$ cat config.mk
export PLATFORM = sky130hd
export DESIGN_NAME = stream_mux_arb
export DESIGN_NICKNAME = d
export VERILOG_FILES = /design/src/rtl/stream_mux_arb.sv
export SDC_FILE = /design/constraint.sdc
export NUM_CORES = 1
export LEC_CHECK = 0
export CORE_ASPECT_RATIO = 0.7
export CORE_UTILIZATION = 44
export DETAILED_ROUTE_END_ITERATION = 7
export GPL_ROUTABILITY_DRIVEN = 0
export PLACE_DENSITY = 0.85
export RECOVER_POWER = 25
export REMOVE_ABC_BUFFERS = 1
export SYNTH_ARGS = -nofsm -noshare
export SYNTH_HDL_FRONTEND = slang
export SYNTH_SLANG_ARGS = --single-unit
$ cat constraint.sdc
create_clock -name clk -period 4.35 [get_ports clk]
set_input_delay 0.435 -clock clk [delete_from_list [all_inputs] [get_ports clk]]
set_output_delay 0.435 -clock clk [all_outputs]
set_load 0.005 [all_outputs]
$ cat src/rtl/stream_mux_arb.sv
// stream_mux_arb: N-channel registered stream multiplexer.
// Each cycle one channel is granted, chosen either by the sel port or by a
// round-robin scan that starts at rr_ptr. The granted word is captured into
// a single output register that respects out_ready backpressure. There is no
// combinational path from in_data to out_data.
module stream_mux_arb #(
    parameter int WIDTH = 20,
    parameter int N     = 4,
    parameter int SELW  = 2
) (
    input  logic               clk,
    input  logic               rst,
    input  logic               mode,
    input  logic [SELW-1:0]    sel,
    input  logic [N-1:0]       in_valid,
    input  logic [N*WIDTH-1:0] in_data,
    output logic [N-1:0]       in_ready,
    output logic               out_valid,
    output logic [WIDTH-1:0]   out_data,
    output logic [SELW-1:0]    out_ch,
    input  logic               out_ready
);

    logic [WIDTH-1:0] ch_data [N];
    logic [N-1:0]     grant;
    logic             grant_any;
    logic [SELW-1:0]  grant_idx;
    logic [WIDTH-1:0] grant_data;
    logic             load_en;
    logic             xfer;
    logic [SELW-1:0]  rr_ptr_reg;

    // Unpack the flat input bus into one word per channel.
    generate
        for (genvar gi = 0; gi < N; gi++) begin : g_unpack
            assign ch_data[gi] = in_data[gi*WIDTH +: WIDTH];
        end
    endgenerate

    // The output register can accept a word when empty or draining this cycle.
    assign load_en = !out_valid || out_ready;

    // Grant selection: explicit sel (out-of-range grants nothing) or round-robin from rr_ptr.
    always_comb begin
        int idx;
        idx       = 0;
        grant     = '0;
        grant_any = 1'b0;
        grant_idx = '0;
        if (!mode) begin
            for (int k = 0; k < N; k++) begin
                if (int'(sel) == k && in_valid[k]) begin
                    grant[k]  = 1'b1;
                    grant_any = 1'b1;
                    grant_idx = SELW'(k);
                end
            end
        end else begin
            for (int k = 0; k < N; k++) begin
                idx = int'(rr_ptr_reg) + k;
                if (idx >= N) begin
                    idx = idx - N;
                end
                if (!grant_any && in_valid[idx]) begin
                    grant[idx] = 1'b1;
                    grant_any  = 1'b1;
                    grant_idx  = SELW'(idx);
                end
            end
        end
    end

    // Route the granted channel's word towards the output register.
    always_comb begin
        grant_data = '0;
        for (int k = 0; k < N; k++) begin
            if (grant[k]) begin
                grant_data = ch_data[k];
            end
        end
    end

    // Ready is suppressed while in reset so no producer sees a phantom handshake.
    assign in_ready = (rst || !load_en) ? '0 : grant;
    assign xfer     = grant_any && load_en;

    // Output register and round-robin pointer; pointer advances only on mode=1 transfers.
    always_ff @(posedge clk or posedge rst) begin
        if (rst) begin
            out_valid  <= 1'b0;
            out_data   <= '0;
            out_ch     <= '0;
            rr_ptr_reg <= '0;
        end else begin
            if (xfer) begin
                out_valid <= 1'b1;
                out_data  <= grant_data;
                out_ch    <= grant_idx;
                if (mode) begin
                    rr_ptr_reg <= (int'(grant_idx) == N-1) ? '0 : SELW'(int'(grant_idx) + 1);
                end
            end else if (out_ready) begin
                out_valid <= 1'b0;
            end
        end
    end

endmodule

[After elaboration in Yosys (flattened, before gate mapping)]
Index checks and enable logic that the tools add are counted.
Word-level totals
  register bits: 25
  bits in latches: 0
  RAM bits: 0
  bits in read-only memories: 0
  bits of input ports: 90
  output and inout port bits: 27
  logic and storage cells: 120
  memories: 0
Cells by class
  add/subtract/negate cells: 8
  multipliers: 0
  div/mod/pow operators: 0
  order comparisons: 12
  equal/unequal tests: 4
  shift-type cells: 0
  multiplexer cells: 67
  bitwise operators: 3
  reductions and logical operators: 22
Operator list (count)
  2-to-1 mux 32 bit: 8
  greater-or-equal comparator 32 x 1 -> 1 bit, second input constant: 4
  less-than comparator 32 x 4 -> 1 bit, second input constant: 4
  2-to-1 mux 20 bit: 4
  2-to-1 mux 4 bit: 9
  2-to-1 mux 1 bit: 30
  2-to-1 mux 2 bit: 8
  logical AND 1 bit: 12
  OR 4 bit: 3
  subtractor 3 x 3 -> 4 bit, second input constant: 3
  greater-or-equal comparator 3 bit, second input constant: 3
  binary-select mux 1 bit (select 2 bit): 4
  demux 1 bit (select 2 bit): 4
  adder 2 x 2 -> 3 bit, second input constant: 2
  zero test 1 bit: 5
  == test 2 x 1 -> 1 bit, second input constant: 2
  == test 2 bit, second input constant: 2
  subtractor 2 x 3 -> 4 bit, second input constant: 1
  adder 2 x 1 -> 3 bit, second input constant: 1
  greater-or-equal comparator 2 x 3 -> 1 bit, second input constant: 1
  adder 2 x 1 -> 2 bit, second input constant: 1
  zero test 2 bit: 1
  logical OR 1 bit: 2
  AND reduction 2 bit: 1
  nonzero test 2 bit: 1

[Depth between registers and ports, before layout]
  depth in word-level cells: 24
  mapped depth: 14
  mapped depth without buffers: 9

[Worst setup path before layout]
Ideal clock, no wire load.
  path type: flip-flop to output port
  from: reg rr_ptr_reg[0]
  to: out in_ready[1]
  data arrival time: 2864 ps
  data required time: 3915 ps
  setup slack: 1051 ps
  stages on the path, launching flop included: 13
  buffers on the path: 5
  path through: dfrtp_1 > buf_6 > clkbuf_1 > inv_1 > ha_1 > buf_2 > mux4_2 > nor4b_4 > and3_1 > buf_2 > buf_2 > nor2_1 > nor2_1
Between the ends
  word-level cells in the longest chain between the ends: 21
  elaborated cells between the ends (all ways): 75
  those cells by class: add/sub (7); order compare (12); mux (43); bitwise (3); reduce/logical (10)
Ends and longest elaborated chain
  from (decl): line 31  | logic [SELW-1:0] rr_ptr_reg;
  from (signal assigned): line 100  | rr_ptr_reg <= (int'(grant_idx) == N-1) ? '0 : SELW'(int'(grant_idx) + 1);
  branches (longest 18 deep; another with greater-or-equal comparator 32 x 1 -> 1 bit)
  2-to-1 mux 4 bit (*): line 64  | if (!grant_any && in_valid[idx]) begin
  2-to-1 mux 4 bit (*): line 50  | if (!mode) begin
  2-to-1 mux 4 bit (*): line 84  | assign in_ready = (rst || !load_en) ? '0 : grant;
  to (decl): line 17  | output logic [N-1:0] in_ready,
Mark *: on every way between the ends. The select of a mux whose other input is x is not followed.

[Worst setup path in the final report]
  from: in rst
  to: out in_ready[3]
Between the ends
  word-level cells in the longest chain between the ends: 2
Ends and longest elaborated chain
  from (decl): line 12  | input logic rst,
  logical OR 1 bit: line 84
  2-to-1 mux 4 bit: line 84
Every way passes these cells.

==> metrics.txt <==
Root Buffer clkbuf_8; EDFF count, synth 0; vias 2723; Post-Synth XOR/XNOR Area less than 1%; PwrDens approximately 510 nW/µm²; largest area contributor in the netlist dfrtp_1; post-synthesis sequential area ratio roughly 22%; antenna diode count 0; Clock Tree Buf Depth 2; Clock Latency Late Sink around 270 ps; Synth Area in Adders 2.68%; CTS tree built; Tcrit/Tclk final 85.9%; CP arrival about 3300 ps; IO Pins roughly 120; Routed Antenna Nets 0; core footprint 5930 µm²; hold_buf cts 0; num rows 23; Total GRT Usage about a quarter; I/O Buffers about 120; GR peak layer met2; Slew @ Worst Pin roughly 1500 ps; synth warn 0; Synth cell types between 50 and 60; Req. time, crit path just under 4000 ps; synthesized cell area between 2000 and 3000 µm²; CTS Buf Count 3; Crit. End Element output port; most common cell in the netlist inv_1; vias per inst ~6; DR pass1 iterations 5; DRC viols 0; met2 Usage GRT ~44%; unrepaired setup endpoints after global routing no; Critical Path Source Type input pin; crit-path max FO 26; nets@finish between 400 and 500; GRT met1 Usage 31.5%; Post-CTS Setup Repair Bufs 0; Routed WL around 8.3 mm; initial core utilization about 47%; Post-Synth Simple-Gate Area a little under 20%; Mapped Cells about 290; PnR Total Power roughly 2 mW; estimated wirelength of the detail-placed design between 6 and 7 mm; share of layout cells above drive strength 1 23.8%; max FFs per register 20; largest family of logic cells by synthesized area compound AO/OA/AOI/OAI gates; pin count of the biggest net entering global routing 41; fillers just under 500; post-synthesis compound-gate area fraction a little under two fifths; met3 Track Usage GR under 10%; worst hold path type flop to flop; Worst VDD drop ~0.21 mV; Final TNS setup 0 ps; Leak Pwr roughly 1.6 nW; clk sinks 25; # H-tree levels 1; Hold Vio Cnt, Final 0; post-cts sizing count 0; Slew HR a little over 2%; DRT iter0 DRCs between 150 and 200; GRT overflow 0; die boundary width 97.4 µm; Max Slew Vio Count 0; Peak Freq between 200 and 300 MHz; initial antenna violation count 0; Main synth FF type dfrtp_1; Layout area overhead 42.6%; synth cell count leaders inv_1, dfrtp_1, o21ai_1; max_cap viols 0; post-DR wirelength/cell 17.9 µm; number of global-route vias before repair 2691; final setup skew 5.15 ps; Tmin final between 3000 and 4000 ps; first-pass GRT wire length approximately 13 mm; proportion of synthesized area in mux cells around 6.6%; share of flip-flops with an asynchronous set or reset 100%; Synth Register Bits 25; die height between 60 and 70 µm; full die area roughly 6700 µm²; synthesized area per cell a little under 10 µm²; final setup fails 0; top cell type's share of synthesized area roughly 22%; Synth area leaders dfrtp_1, nor4b_2, a22oi_2; outcome complete, no violations; Hold Slack 500 ps; Reg clk slew, reported paths approximately 90 ps; Critical Setup Path Class input pin to output port
==> cell usage in the layout, fill, tap and decap left out, types with 2 or more instances in the layout <==
master	n
nand3_1	2
clkdlybuf4s50_1	115
mux4_2	4
a31oi_1	3
clkbuf_1	2
mux2i_1	5
nor3_1	2
dfrtp_1	25
inv_1	27
nor2b_1	7
clkbuf_8	3
o21a_2	2
buf_4	8
a221oi_2	2
a22oi_2	20
o211ai_1	2
nor4_1	2
mux2_2	4
o211ai_2	20
o21a_1	20
nor4b_2	19
nand2_1	12
nor2_1	6
o22ai_1	2
a21oi_1	8
o21ai_0	7
nand2b_1	4
o21ai_1	21
ha_1	6
==> metal layers <==
layer	vias to the layer above	share of wire [%]
met2	139	47
met1	1297	44
met3	10	7.7
li1	1277	-
met5	-	0
met4	0	1.3
==> where the power goes <==
group          internal, mW  switching [mW]
registers             0.330          0.0673
logic                 0.739           0.769
clock network        0.0655          0.0749
==> area by class of cell <==
class,instances,area (µm²),share of cell area (%)
tap,75,93.8,2.35
clock buffer,4,45.0,1.13
sequential,25,626,15.6
inverter,29,109,2.72
timing repair buffer,125,1220,30.6
multi-input combinational,204,1900,47.5
==> stage by stage <==
stage / worst slack, ps / area [µm²] / instances / utilization [%]
finish: 612 / 4000 / 462 / 67.4
detailed placement: 787 / 3960 / 458 / 66.7
floorplan: -300 / 2610 / 258 / -
global route: 373 / 4000 / 462 / 67.4
global placement: 823 / 3960 / 458 / 66.7
CTS: 784 / 4000 / 462 / 67.5
==> critical path, stage by stage <==
cell	delay [ps]
dlygate4sd3_1	530
inv_1	50
clkbuf_1	1060
nand2_1	380
a21oi_1	290
clkdlybuf4s50_1	550
==> kinds of logic (layout without fill, tap and decap cells) <==
group / after synthesis / count (layout)
mux: 13 / 13
compound gates: 120 / 120
flops: 25 / 25
xor+xnor: 2 / 2
fa+ha+maj: 6 / 6
simple gates: 63 / 63
buf+inv: 58 / 158
==> path summary, 6_finish.rpt <==
| check | from | endpoint | slack [ps] | cells past startpoint |
|---|---|---|---|---|
| min in group asynchronous | rst | out_data[15] | 1100 | 3 |
| hold reg to reg | out_ch[0] | out_ch[0] | 500 | 2 |
| max in group asynchronous | rst | out_data[2] | 2390 | 3 |
| hold / removal | out_ch[0] | out_ch[0] | 500 | 2 |
| setup reg to reg | rr_ptr_reg[1] | out_data[2] | 1130 | 10 |
| setup / recovery | rst | in_ready[3] | 610 | 6 |
Note: power is estimated with default switching activity, not from simulation.
